**src/rtl/dcache_pkg.sv**
```systemverilog
// Shared definitions for the store-buffer-side data cache.
// Holds the controller state encoding, the address-field widths for the
// default geometry, the line width and a helper that derives the index width.
package dcache_pkg;

  typedef enum logic [1:0] {
    IDLE  = 2'd0,
    EVICT = 2'd1,
    FILL  = 2'd2
  } state_t;

  localparam int LINES_DEF = 4;
  localparam int LINE_W    = 128;
  localparam int OFFSET_W  = 2;   // word offset inside a 4-word line
  localparam int BYTE_W    = 2;   // byte bits below the word offset

  function automatic int index_w(input int lines);
    return $clog2(lines);
  endfunction

  localparam int INDEX_W = index_w(LINES_DEF);
  localparam int TAG_W   = 32 - OFFSET_W - BYTE_W - INDEX_W;

endpackage

```
**src/rtl/dcache_sb_port_if.sv**
```systemverilog
// Bundle of the store-buffer drain port, the load port and the line-wide
// memory bus of the data cache.
//   slave  : the cache side (accepts drains/loads, issues memory requests)
//   master : the environment side (store buffer, load logic and main memory)
interface dcache_sb_port_if;
  import dcache_pkg::*;

  logic              sb_valid;
  logic [31:0]       sb_addr;
  logic [31:0]       sb_data;
  logic              sb_ready;

  logic              ld_req;
  logic [31:0]       ld_addr;
  logic [31:0]       ld_data;
  logic              ld_hit;

  logic              dc_busy;

  logic              mem_req;
  logic              mem_we;
  logic [31:0]       mem_addr;
  logic [LINE_W-1:0] mem_wdata;
  logic              mem_ack;
  logic [LINE_W-1:0] mem_rdata;

  modport slave (
    input  sb_valid, sb_addr, sb_data, ld_req, ld_addr, mem_ack, mem_rdata,
    output sb_ready, ld_data, ld_hit, dc_busy, mem_req, mem_we, mem_addr, mem_wdata
  );

  modport master (
    output sb_valid, sb_addr, sb_data, ld_req, ld_addr, mem_ack, mem_rdata,
    input  sb_ready, ld_data, ld_hit, dc_busy, mem_req, mem_we, mem_addr, mem_wdata
  );

endinterface

```
**src/rtl/dc_line_array.sv**
```systemverilog
// Tag/valid/dirty/data storage of the direct-mapped cache.
// Ports: clk, reset (sync, active-high, clears valid and dirty only);
//   rd_idx -> rd_valid/rd_dirty/rd_tag/rd_data  combinational read port
//   ww_*   single-word write (drains), sets dirty
//   lw_*   whole-line write (fills), sets tag and valid, clears dirty
module dc_line_array
  import dcache_pkg::*;
#(
  parameter int LINES = 4,
  parameter int IW    = 2,
  parameter int TW    = 26
) (
  input  logic              clk,
  input  logic              reset,
  input  logic [IW-1:0]     rd_idx,
  output logic              rd_valid,
  output logic              rd_dirty,
  output logic [TW-1:0]     rd_tag,
  output logic [LINE_W-1:0] rd_data,
  input  logic              ww_en,
  input  logic [IW-1:0]     ww_idx,
  input  logic [1:0]        ww_off,
  input  logic [31:0]       ww_data,
  input  logic              lw_en,
  input  logic [IW-1:0]     lw_idx,
  input  logic [TW-1:0]     lw_tag,
  input  logic [LINE_W-1:0] lw_data
);

  logic [LINES-1:0]  valid_q;
  logic [LINES-1:0]  dirty_q;
  logic [TW-1:0]     tag_q  [LINES];
  logic [LINE_W-1:0] data_q [LINES];

  always_ff @(posedge clk) begin
    if (reset) begin
      valid_q <= '0;
      dirty_q <= '0;
    end else if (lw_en) begin
      valid_q[lw_idx] <= 1'b1;
      dirty_q[lw_idx] <= 1'b0;
    end else if (ww_en) begin
      dirty_q[ww_idx] <= 1'b1;
    end
  end

  // Payload needs no reset: it is only observed through a valid line.
  always_ff @(posedge clk) begin
    if (lw_en) begin
      tag_q[lw_idx]  <= lw_tag;
      data_q[lw_idx] <= lw_data;
    end else if (ww_en) begin
      data_q[ww_idx][{ww_off, 5'b0} +: 32] <= ww_data;
    end
  end

  assign rd_valid = valid_q[rd_idx];
  assign rd_dirty = dirty_q[rd_idx];
  assign rd_tag   = tag_q[rd_idx];
  assign rd_data  = data_q[rd_idx];

endmodule

```
**src/rtl/dcache_sb_port.sv**
```systemverilog
// Data-cache side of the store-buffer drain path: direct-mapped, write-back,
// write-allocate cache serving the load port and committed store drains.
// Ports: clk, reset (sync, active-high); bus = dcache_sb_port_if.slave
//   (sb_valid/sb_addr/sb_data/sb_ready drain, ld_req/ld_addr/ld_data/ld_hit
//   load, dc_busy, mem_req/mem_we/mem_addr/mem_wdata/mem_ack/mem_rdata).
//
// state | meaning
// IDLE  | serve loads (priority) and drains; detect misses
// EVICT | write dirty victim line back, held until mem_ack
// FILL  | read missing line from memory, install on mem_ack
module dcache_sb_port
  import dcache_pkg::*;
#(
  parameter int LINES = LINES_DEF
) (
  input logic             clk,
  input logic             reset,
  dcache_sb_port_if.slave bus
);

  localparam int IW = index_w(LINES);
  localparam int TW = 32 - OFFSET_W - BYTE_W - IW;

  state_t      state_q, state_d;
  logic [27:0] miss_q, miss_d;     // miss line address, addr[31:4]

  logic [31:0]       req_addr;
  logic [IW-1:0]     rd_idx;
  logic              rd_valid, rd_dirty, hit, ww_en, lw_en;
  logic [TW-1:0]     rd_tag;
  logic [LINE_W-1:0] rd_data;
  logic              unused_bits;

  assign unused_bits = ^{bus.sb_addr[1:0], bus.ld_addr[1:0]};

  // Loads win arbitration, so the read port follows the load when present.
  assign req_addr = bus.ld_req ? bus.ld_addr : bus.sb_addr;
  assign rd_idx   = (state_q == IDLE) ? req_addr[4 +: IW] : miss_q[IW-1:0];
  assign hit      = rd_valid && (rd_tag == req_addr[31 -: TW]);
  assign bus.ld_data = rd_data[{bus.ld_addr[3:2], 5'b0} +: 32];

  dc_line_array #(.LINES(LINES), .IW(IW), .TW(TW)) u_lines (
    .clk      (clk),
    .reset    (reset),
    .rd_idx   (rd_idx),
    .rd_valid (rd_valid),
    .rd_dirty (rd_dirty),
    .rd_tag   (rd_tag),
    .rd_data  (rd_data),
    .ww_en    (ww_en),
    .ww_idx   (rd_idx),
    .ww_off   (bus.sb_addr[3:2]),
    .ww_data  (bus.sb_data),
    .lw_en    (lw_en),
    .lw_idx   (miss_q[IW-1:0]),
    .lw_tag   (miss_q[27:IW]),
    .lw_data  (bus.mem_rdata)
  );

  always_ff @(posedge clk) begin
    if (reset) begin
      state_q <= IDLE;
      miss_q  <= '0;
    end else begin
      state_q <= state_d;
      miss_q  <= miss_d;
    end
  end

  always_comb begin
    state_d       = state_q;
    miss_d        = miss_q;
    bus.sb_ready  = 1'b0;
    bus.ld_hit    = 1'b0;
    bus.dc_busy   = (state_q != IDLE);
    bus.mem_req   = 1'b0;
    bus.mem_we    = 1'b0;
    bus.mem_addr  = '0;
    bus.mem_wdata = '0;
    ww_en         = 1'b0;
    lw_en         = 1'b0;
    case (state_q)
      IDLE: begin
        if (bus.ld_req || bus.sb_valid) begin
          if (hit) begin
            bus.ld_hit   = bus.ld_req;
            bus.sb_ready = !bus.ld_req;
            ww_en        = !bus.ld_req;
          end else begin
            miss_d  = req_addr[31:4];
            state_d = (rd_valid && rd_dirty) ? EVICT : FILL;
          end
        end
      end
      EVICT: begin
        // Array is not written here, so victim address/data stay stable.
        bus.mem_req   = 1'b1;
        bus.mem_we    = 1'b1;
        bus.mem_addr  = {rd_tag, miss_q[IW-1:0], 4'b0};
        bus.mem_wdata = rd_data;
        if (bus.mem_ack) state_d = FILL;
      end
      FILL: begin
        bus.mem_req  = 1'b1;
        bus.mem_addr = {miss_q, 4'b0};
        if (bus.mem_ack) begin
          lw_en   = 1'b1;
          state_d = IDLE;
        end
      end
      default: state_d = IDLE;
    endcase
  end

endmodule

```
**src/flat_wrapper.sv**
```systemverilog
// flat-port wrapper written by rule: the top's interface ports become plain ports
module dcache_sb_port_flat import dcache_pkg::*;
#(
  parameter int LINES = LINES_DEF
)
  (clk, reset, bus_sb_valid, bus_sb_addr, bus_sb_data, bus_ld_req, bus_ld_addr, bus_mem_ack, bus_mem_rdata, bus_sb_ready, bus_ld_data, bus_ld_hit, bus_dc_busy, bus_mem_req, bus_mem_we, bus_mem_addr, bus_mem_wdata);
  dcache_sb_port_if bus_i ();
  input logic clk;
  input logic reset;
  input wire logic [$bits(bus_i.sb_valid)-1:0] bus_sb_valid;
  input wire logic [$bits(bus_i.sb_addr)-1:0] bus_sb_addr;
  input wire logic [$bits(bus_i.sb_data)-1:0] bus_sb_data;
  input wire logic [$bits(bus_i.ld_req)-1:0] bus_ld_req;
  input wire logic [$bits(bus_i.ld_addr)-1:0] bus_ld_addr;
  input wire logic [$bits(bus_i.mem_ack)-1:0] bus_mem_ack;
  input wire logic [$bits(bus_i.mem_rdata)-1:0] bus_mem_rdata;
  output wire logic [$bits(bus_i.sb_ready)-1:0] bus_sb_ready;
  output wire logic [$bits(bus_i.ld_data)-1:0] bus_ld_data;
  output wire logic [$bits(bus_i.ld_hit)-1:0] bus_ld_hit;
  output wire logic [$bits(bus_i.dc_busy)-1:0] bus_dc_busy;
  output wire logic [$bits(bus_i.mem_req)-1:0] bus_mem_req;
  output wire logic [$bits(bus_i.mem_we)-1:0] bus_mem_we;
  output wire logic [$bits(bus_i.mem_addr)-1:0] bus_mem_addr;
  output wire logic [$bits(bus_i.mem_wdata)-1:0] bus_mem_wdata;
  assign bus_i.sb_valid = bus_sb_valid;
  assign bus_i.sb_addr = bus_sb_addr;
  assign bus_i.sb_data = bus_sb_data;
  assign bus_i.ld_req = bus_ld_req;
  assign bus_i.ld_addr = bus_ld_addr;
  assign bus_i.mem_ack = bus_mem_ack;
  assign bus_i.mem_rdata = bus_mem_rdata;
  assign bus_sb_ready = bus_i.sb_ready;
  assign bus_ld_data = bus_i.ld_data;
  assign bus_ld_hit = bus_i.ld_hit;
  assign bus_dc_busy = bus_i.dc_busy;
  assign bus_mem_req = bus_i.mem_req;
  assign bus_mem_we = bus_i.mem_we;
  assign bus_mem_addr = bus_i.mem_addr;
  assign bus_mem_wdata = bus_i.mem_wdata;
  dcache_sb_port #(.LINES(LINES)) u_core (.clk(clk), .reset(reset), .bus(bus_i));
endmodule
```
**config.mk**
```make
export PLATFORM = sky130hd
export DESIGN_NAME = dcache_sb_port_flat
export DESIGN_NICKNAME = d
export VERILOG_FILES = /design/src/rtl/dcache_pkg.sv /design/src/rtl/dcache_sb_port_if.sv /design/src/rtl/dc_line_array.sv /design/src/rtl/dcache_sb_port.sv /design/src/flat_wrapper.sv
export SDC_FILE = /design/constraint.sdc
export NUM_CORES = 1
export LEC_CHECK = 0
export ABC_AREA = 1
export CAP_MARGIN = 20
export CORE_UTILIZATION = 40
export DETAILED_ROUTE_END_ITERATION = 10
export SETUP_SLACK_MARGIN = 0.1
export SLEW_MARGIN = 20
export SYNTH_ARGS = -nofsm -noshare
export SYNTH_HDL_FRONTEND = slang
export SYNTH_SLANG_ARGS = --single-unit
```
**constraint.sdc**
```tcl
create_clock -name clk -period 5.88 [get_ports clk]
set_clock_uncertainty 0.2 [all_clocks]
set_input_delay 0.882 -clock clk [delete_from_list [all_inputs] [get_ports clk]]
set_output_delay 0.882 -clock clk [all_outputs]
set_load 0.02 [all_outputs]
```
# Yosys cells after proc, flatten, opt, wreduce, memory -nomap -nowiden
# Memories as Yosys holds them, arrays and structs flattened.
# Cells that the tools add are included.
dict set report op_classes {
  n_eq_ne 7
  magnitude_cmp 4
  reduce_logical 13
  muxes 38
  shift 3
  bitwise_logic 5
  addsub 1
}
# op n
set op_table {}
lappend op_table {{128-bit two-way mux} 4}
lappend op_table {{128-bit OR reduction} 1}
lappend op_table {{32-bit by 9-bit variable shift with 128-bit output, first input constant} 1}
lappend op_table {{128-bit by 8-bit indexed part select with 32-bit output} 1}
lappend op_table {{32-bit by 9-bit indexed part select with 128-bit output} 1}
lappend op_table {{32-bit case mux with 2 select lines} 1}
lappend op_table {{32-bit two-way mux} 1}
lappend op_table {{26-bit == test} 1}
lappend op_table {{1-bit two-way mux} 18}
lappend op_table {{2-bit two-way mux} 7}
lappend op_table {{7-bit negation with 9-bit output} 1}
lappend op_table {{4-bit two-way mux} 2}
lappend op_table {{2-bit inequality test, second input constant} 4}
lappend op_table {{4-bit OR} 2}
lappend op_table {{2-bit by 3-bit < comparator with 1-bit output, second input constant} 2}
lappend op_table {{2-bit case mux with 3 select lines} 1}
lappend op_table {{4-bit bitwise AND} 1}
lappend op_table {{1-bit binary-select mux with 2-bit select} 2}
lappend op_table {{1-bit demux with 2-bit select} 2}
lappend op_table {{2-bit by 1-bit greater-or-equal comparator with 1-bit output, second input constant} 2}
lappend op_table {{1-bit logical AND} 4}
lappend op_table {{4-bit NOT} 1}
lappend op_table {{4-bit AND reduction} 1}
lappend op_table {{2-bit nonzero test} 2}
lappend op_table {{other kinds (8)} 8}
dict set report totals {
  ramBits 616
  mem_count 2
  reg_bits 38
  out_inout_bits 197
}
# memory words width rd rd_ports_with_merged_regs write_ports line_no
set mem_list {}
lappend mem_list {u_core.u_lines.data_q 4 128 1 0 1 dc_line_array.sv:33} ;# logic [LINE_W-1:0] data_q [LINES];
lappend mem_list {u_core.u_lines.tag_q 4 26 1 0 1 dc_line_array.sv:32} ;# logic [TW-1:0] tag_q [LINES];

# Longest topological paths before layout
# Gate-level depths: netlist (run 1).
dict set report logic_depth {
  depth_word 13
  ltp_mapped 28
  depth_no_buf 24
}

# Cells and area by module
# A second synthesis (run 1) with hierarchy kept.
dict set report unflattened {
  cells_unflattened 3086
  hier_area_um2 30347.9
}
# module area_per_inst_um2 cells_per_inst n_inst
set modules_own_cells {}
lappend modules_own_cells {dc_line_array 25677.1 2110 1}
lappend modules_own_cells {dcache_sb_port 4670.7 976 1}

# Worst setup path before layout (run 1)
# No wires, ideal clock.
dict set report synth_path {
  path_kind {in2reg}
  from {in bus_ld_req}
  to {mem u_core.u_lines.data_q[2][0] (enable)}
  path_slack_ns 1.012
  required_time_ns 5.259
  path_buffers 2
  arrival_time_ns 4.247
  stages 21
  cell_sequence {buf_2 nand2_1 nand3_2 nand2_2 buf_4 nor2_1 o21ai_1 nand2_1 nand2_1 nand2_1 nor2_1 nand3_1 nor2_1 nand3_1 nor2_1 o211ai_1 nand2_1 nand2_1 nand2_1 nand2_1 nor2_1}
}
dict set report synth_between {
  elab_chain_len 13
}
# element line_no
set synth_rtl {}
lappend synth_rtl {{start, declared} flat_wrapper.sv:13} ;# input wire logic [$bits(bus_i.ld_req)-1:0] bus_ld_req;
lappend synth_rtl {{32-bit two-way mux} dcache_sb_port.sv:37} ;# assign req_addr = bus.ld_req ? bus.ld_addr : bus.sb_addr;
lappend synth_rtl {{2-bit two-way mux} dcache_sb_port.sv:38} ;# assign rd_idx = (state_q == IDLE) ? req_addr[4 +: IW] : miss_q[IW-1:0];
lappend synth_rtl {{memory 4 x 26 bit / 1-bit binary-select mux with 2-bit select (equally long branches)} n/a}
lappend synth_rtl {{26-bit == test / 1-bit two-way mux (equally long branches)} {dcache_sb_port.sv:39, dc_line_array.sv:57}}
lappend synth_rtl {{1-bit logical AND} dcache_sb_port.sv:39} ;# assign hit = rd_valid && (rd_tag == req_addr[31 -: TW]);
lappend synth_rtl {{1-bit two-way mux} dcache_sb_port.sv:85} ;# if (hit) begin
lappend synth_rtl {{1-bit two-way mux} dcache_sb_port.sv:84} ;# if (bus.ld_req || bus.sb_valid) begin
lappend synth_rtl {{1-bit two-way mux} dcache_sb_port.sv:82} ;# case (state_q)
lappend synth_rtl {{1-bit two-way mux} dc_line_array.sv:52} ;# end else if (ww_en) begin
lappend synth_rtl {{1-bit two-way mux} dc_line_array.sv:49} ;# if (lw_en) begin
lappend synth_rtl {{128-bit two-way mux (not written as such)} dc_line_array.sv:53} ;# data_q[ww_idx][{ww_off, 5'b0} +: 32] <= ww_data;
lappend synth_rtl {{128-bit OR reduction (no line)} n/a}
lappend synth_rtl {{2-bit two-way mux (no line) / 128-bit two-way mux (equally long branches)} n/a}
lappend synth_rtl {{end, declared} dc_line_array.sv:33}
# Several ways; a longest one is shown, not always the timed one. The select of a mux whose other input is x is not followed.

# Worst setup path after layout (run 1)
dict set report layout_path {
  from {reg u_core.state_q[0]}
  to {out bus_ld_data[8]}
}
dict set report layout_between {
  elab_chain_len 4
}
# element line_no
set layout_rtl {}
lappend layout_rtl {{start, declared} dcache_sb_port.sv:24} ;# state_t state_q, state_d;
lappend layout_rtl {{start signal, assigned} dcache_sb_port.sv:65} ;# state_q <= state_d;
lappend layout_rtl {{2-bit zero test} dcache_sb_port.sv:38}
lappend layout_rtl {{2-bit two-way mux} dcache_sb_port.sv:38}
lappend layout_rtl {{memory 4 x 128 bit} n/a}
lappend layout_rtl {{128-bit by 8-bit indexed part select with 32-bit output} dcache_sb_port.sv:40} ;# assign bus.ld_data = rd_data[{bus.ld_addr[3:2], 5'b0} +: 32];
lappend layout_rtl {{end, declared} flat_wrapper.sv:18} ;# output wire logic [$bits(bus_i.ld_data)-1:0] bus_ld_data;
# No other way between the ends.

==> results.py, run 1 <==
metrics = {
    "die": {
        "pin_count": 426,
        "die_height_um": 274,
        "die_area_mm2": 0.0748,
        "rows": 99,
        "coreArea_mm2": 0.0730,
        "die_w_um": 274,
        "initial_core_util": 0.404,
    },
    "worst_setup_path": {
        "path_buf_inv": 6,
        "startpoint_type": "flip-flop",
        "cp_slowest_cell": "clkdlybuf4s50_1",
        "crit_fanout": 28,
        "worst_setup_path_end_kind": "output pin",
        "crit_path_max_incr_delay_ns": 0.64,
        "path_delay_family": "buffers and inverters",
        "crit_arrival_ns": 4.56,
        "cp_cell_sequence": "inv_1 -> ha_1 -> inv_4 -> nand2_2 -> nand2_2 -> nand2_1 -> inv_4 -> buf_12 -> a221oi_1 -> buf_4 -> o21ai_0 -> o22a_1 -> clkdlybuf4s50_1",
        "setup.worst_path.class": "flip-flop to output pin",
        "required_ns": 4.80,
    },
    "logic_synthesis": {
        "synth.cell_area_mm2": 0.0295,
        "syn_area_per_cell_um2": 10.9,
        "post-synth-top-area-fraction": 0.627,
        "ys_warn_count": 0,
        "synthFlopType": "edfxtp_1",
        "synth_top_area_cell": "edfxtp_1",
        "yosysMostFrequentCell": "nand2_1",
        "synth_commonest_cells": "668 x nand2_1, 616 x edfxtp_1, 255 x nor2_1",
        "synth.distinct_cells": 37,
        "ys_seq_area_frac": 0.653,
        "synth_edf_count": 616,
        "netlist_instances": 2715,
        "yosys-top-cells-area": "edfxtp_1 63%, nand2_1 8.5%, a221oi_1 3.8%",
        "synth_seq_cells": 654,
        "async_flop_share": 0,
    },
    "clock_network": {
        "numCtsBuffers": 72,
        "ctsHoldBuffers": 0,
        "root_buffer": "clkbuf_16",
        "cts_sinks": 654,
        "clock_latency_ns": 0.62,
        "clock_path_buffers": 3,
        "cts_tree": "built",
        "htreeDepth": 3,
        "path_clk_slew_ns": 0.06,
    },
    "timing": {
        "fin_crit_ns": 5.64,
        "rsz0062_at_grt": "yes",
        "worst_pin_slew_ns": 1.10,
        "slew_headroom": 0.263,
        "drv_slew": 0,
        "worst_slack_ns": 0.238,
        "hold_viol": 0,
        "fin_crit_sh": 0.959,
        "setup_tns_ns": 0,
        "setup_viol": 0,
        "timing.fmax_ghz": 0.177,
    },
    "placed_design": {
        "port_buffers": 417,
        "place.gp.congestion": 0.948,
        "place_ws_ns": 0.140,
        "dp_cells": 4062,
        "dp_hpwl_um": 79700,
    },
    "grt": {
        "grt_max_degree": 129,
        "grt_usage": 0.296,
        "antenna_found_initial": 0,
        "grt_first_pass_wirelength_um": 159000,
        "grt_pass1_vias": 23200,
        "grt_overflow": 0,
    },
    "min_path": {
        "min-delay-path-class": "flip-flop to flip-flop",
    },
    "run_status": {
        "status": "completed",
    },
    "layout": {
        "multi_input_area_mm2": 0.00872,
        "n_fill_cell": 6277,
        "register_area_mm2": 0.0193,
        "synthToLayoutAreaGrowth_pct": 28.1,
        "instances_no_fill": 4195,
        "drive_gt1_frac": 0.0937,
        "nNetsFinal": 3414,
    },
    "run": {
        "max_cap_violations": 0,
    },
    "drt": {
        "via_count": 24000,
        "drcViolationCount": 0,
        "ant_nets": 0,
        "avgViaCountPerCell": 5.73,
        "first_iter_violations": 2996,
        "wire_per_inst_um": 26.9,
        "firstDrtPassIters": 7,
        "routed_wirelength_um": 113000,
    },
    "power": {
        "p_per_area_mw_per_mm2": 329,
        "total_power_mw": 12.4,
        "leakage_nw": 14.4,
        "peakVddDrop_mv": 0.190,
    },
}
-- metrics by stage --
| stage | utilization | area (um2) | hold slack, ns |
|---|---|---|---|
| 2_1_floorplan | - | 29500 | 0.241 |
| 3_3_place_gp | 0.486 | 35500 | 0.255 |
| 3_5_place_dp | 0.486 | 35500 | 0.256 |
| 4_1_cts | 0.518 | 37800 | 0.265 |
| 5_1_grt | 0.518 | 37800 | 0.282 |
| 6_report | 0.518 | 37800 | 0.263 |
-- final timing paths --
| kind | start | endpoint | slack [ns] | cells after the start |
|---|---|---|---|---|
| worst min register to register | u_core.u_lines.dirty_q[2] | u_core.u_lines.dirty_q[2] | 0.26 | 2 |
| worst max register to register | u_core.state_q[0] | u_core.u_lines.data_q[2][113] | 0.63 | 23 |
| worst min-delay path | u_core.u_lines.dirty_q[2] | u_core.u_lines.dirty_q[2] | 0.26 | 2 |
| worst max-delay path | u_core.state_q[0] | bus_ld_data[8] | 0.24 | 13 |
-- cells by family after synthesis --
kind of cell	Yosys count	share of synthesized area
fa+ha+maj	7	0.00297
simple gates	1190	0.167
buf+inv	378	0.0576
other cells	1	0.000127
flops	654	0.653
compound gates	485	0.120
-- registers in the layout, indices dropped and copies added, names as in the netlist --
register and count:
u_core.u_lines.data_q 512, u_core.u_lines.tag_q 104, u_core.miss_q 28, u_core.u_lines.dirty_q 4
u_core.u_lines.valid_q 4, u_core.state_q 2
-- routing by layer --
metal  share of wire  global-route usage  up-vias
li1                -                   -    10600
met1            0.39               0.392    11700
met2            0.46               0.459     1447
met3           0.099              0.0594      238
met4           0.057               0.153        0
met5               0                   0        -
-- power breakdown --
| group | switching, mW | internal, mW |
|---|---|---|
| logic | 1.76 | 0.934 |
| registers | 0.0647 | 5.27 |
| clock network | 1.86 | 2.54 |
-- final cells by class --
class	instances	share of cell area
antenna	1	0.0000662
multi-input combinational	1686	0.231
sequential	654	0.510
tap	959	0.0318
clock buffer	86	0.0502
clock inverter	45	0.0106
timing repair buffer	567	0.147
inverter	197	0.0198
-- placed cells by master, fill, tap and decap left out, types with 4 or more instances in the layout --
master	synthesis	layout
buf_4	12	128
a221oi_1	128	128
buf_12	0	22
clkbuf_16	0	74
a21oi_1	63	63
clkinv_2	0	15
inv_1	190	188
inv_4	1	4
o22a_1	32	32
nand3_1	220	220
nand3b_1	30	30
edfxtp_1	616	616
nor2_4	1	21
conb_1	1	4
nand2_1	668	668
o21ai_0	120	116
clkbuf_1	121	12
o21ai_1	4	8
bufinv_16	0	5
ha_1	7	7
nor2_1	255	233
a22o_1	128	128
clkinv_1	2	16
dfxtp_1	38	38
clkdlybuf4s50_1	0	414
-- worst reg2reg max path: cells and delay by family (launching register included) --
| family | cells | cell delay (ns) |
|---|---|---|
| AND/OR/NAND/NOR | 17 | 2.55 |
| buffers and inverters | 4 | 1.13 |
| flip-flops | 1 | 0.36 |
| adder cells (fa/ha/maj) | 1 | 0.35 |
| AO/OA/AOI/OAI | 1 | 0.26 |
-- what timing repair did --
action / in CTS / in global routing
buffers inserted: 0 / 0
hold endpoints to repair: 0 / 0
resized for setup: 0 / 4
setup endpoints to repair: 0 / 5
Note: power is estimated with default switching activity, not from simulation.
==> run 2: changes to the inputs <==
- CAP_MARGIN: 20 -> default
==> results of run 2 <==
The final DEF is identical to that of run 1; final timing and power are the same.
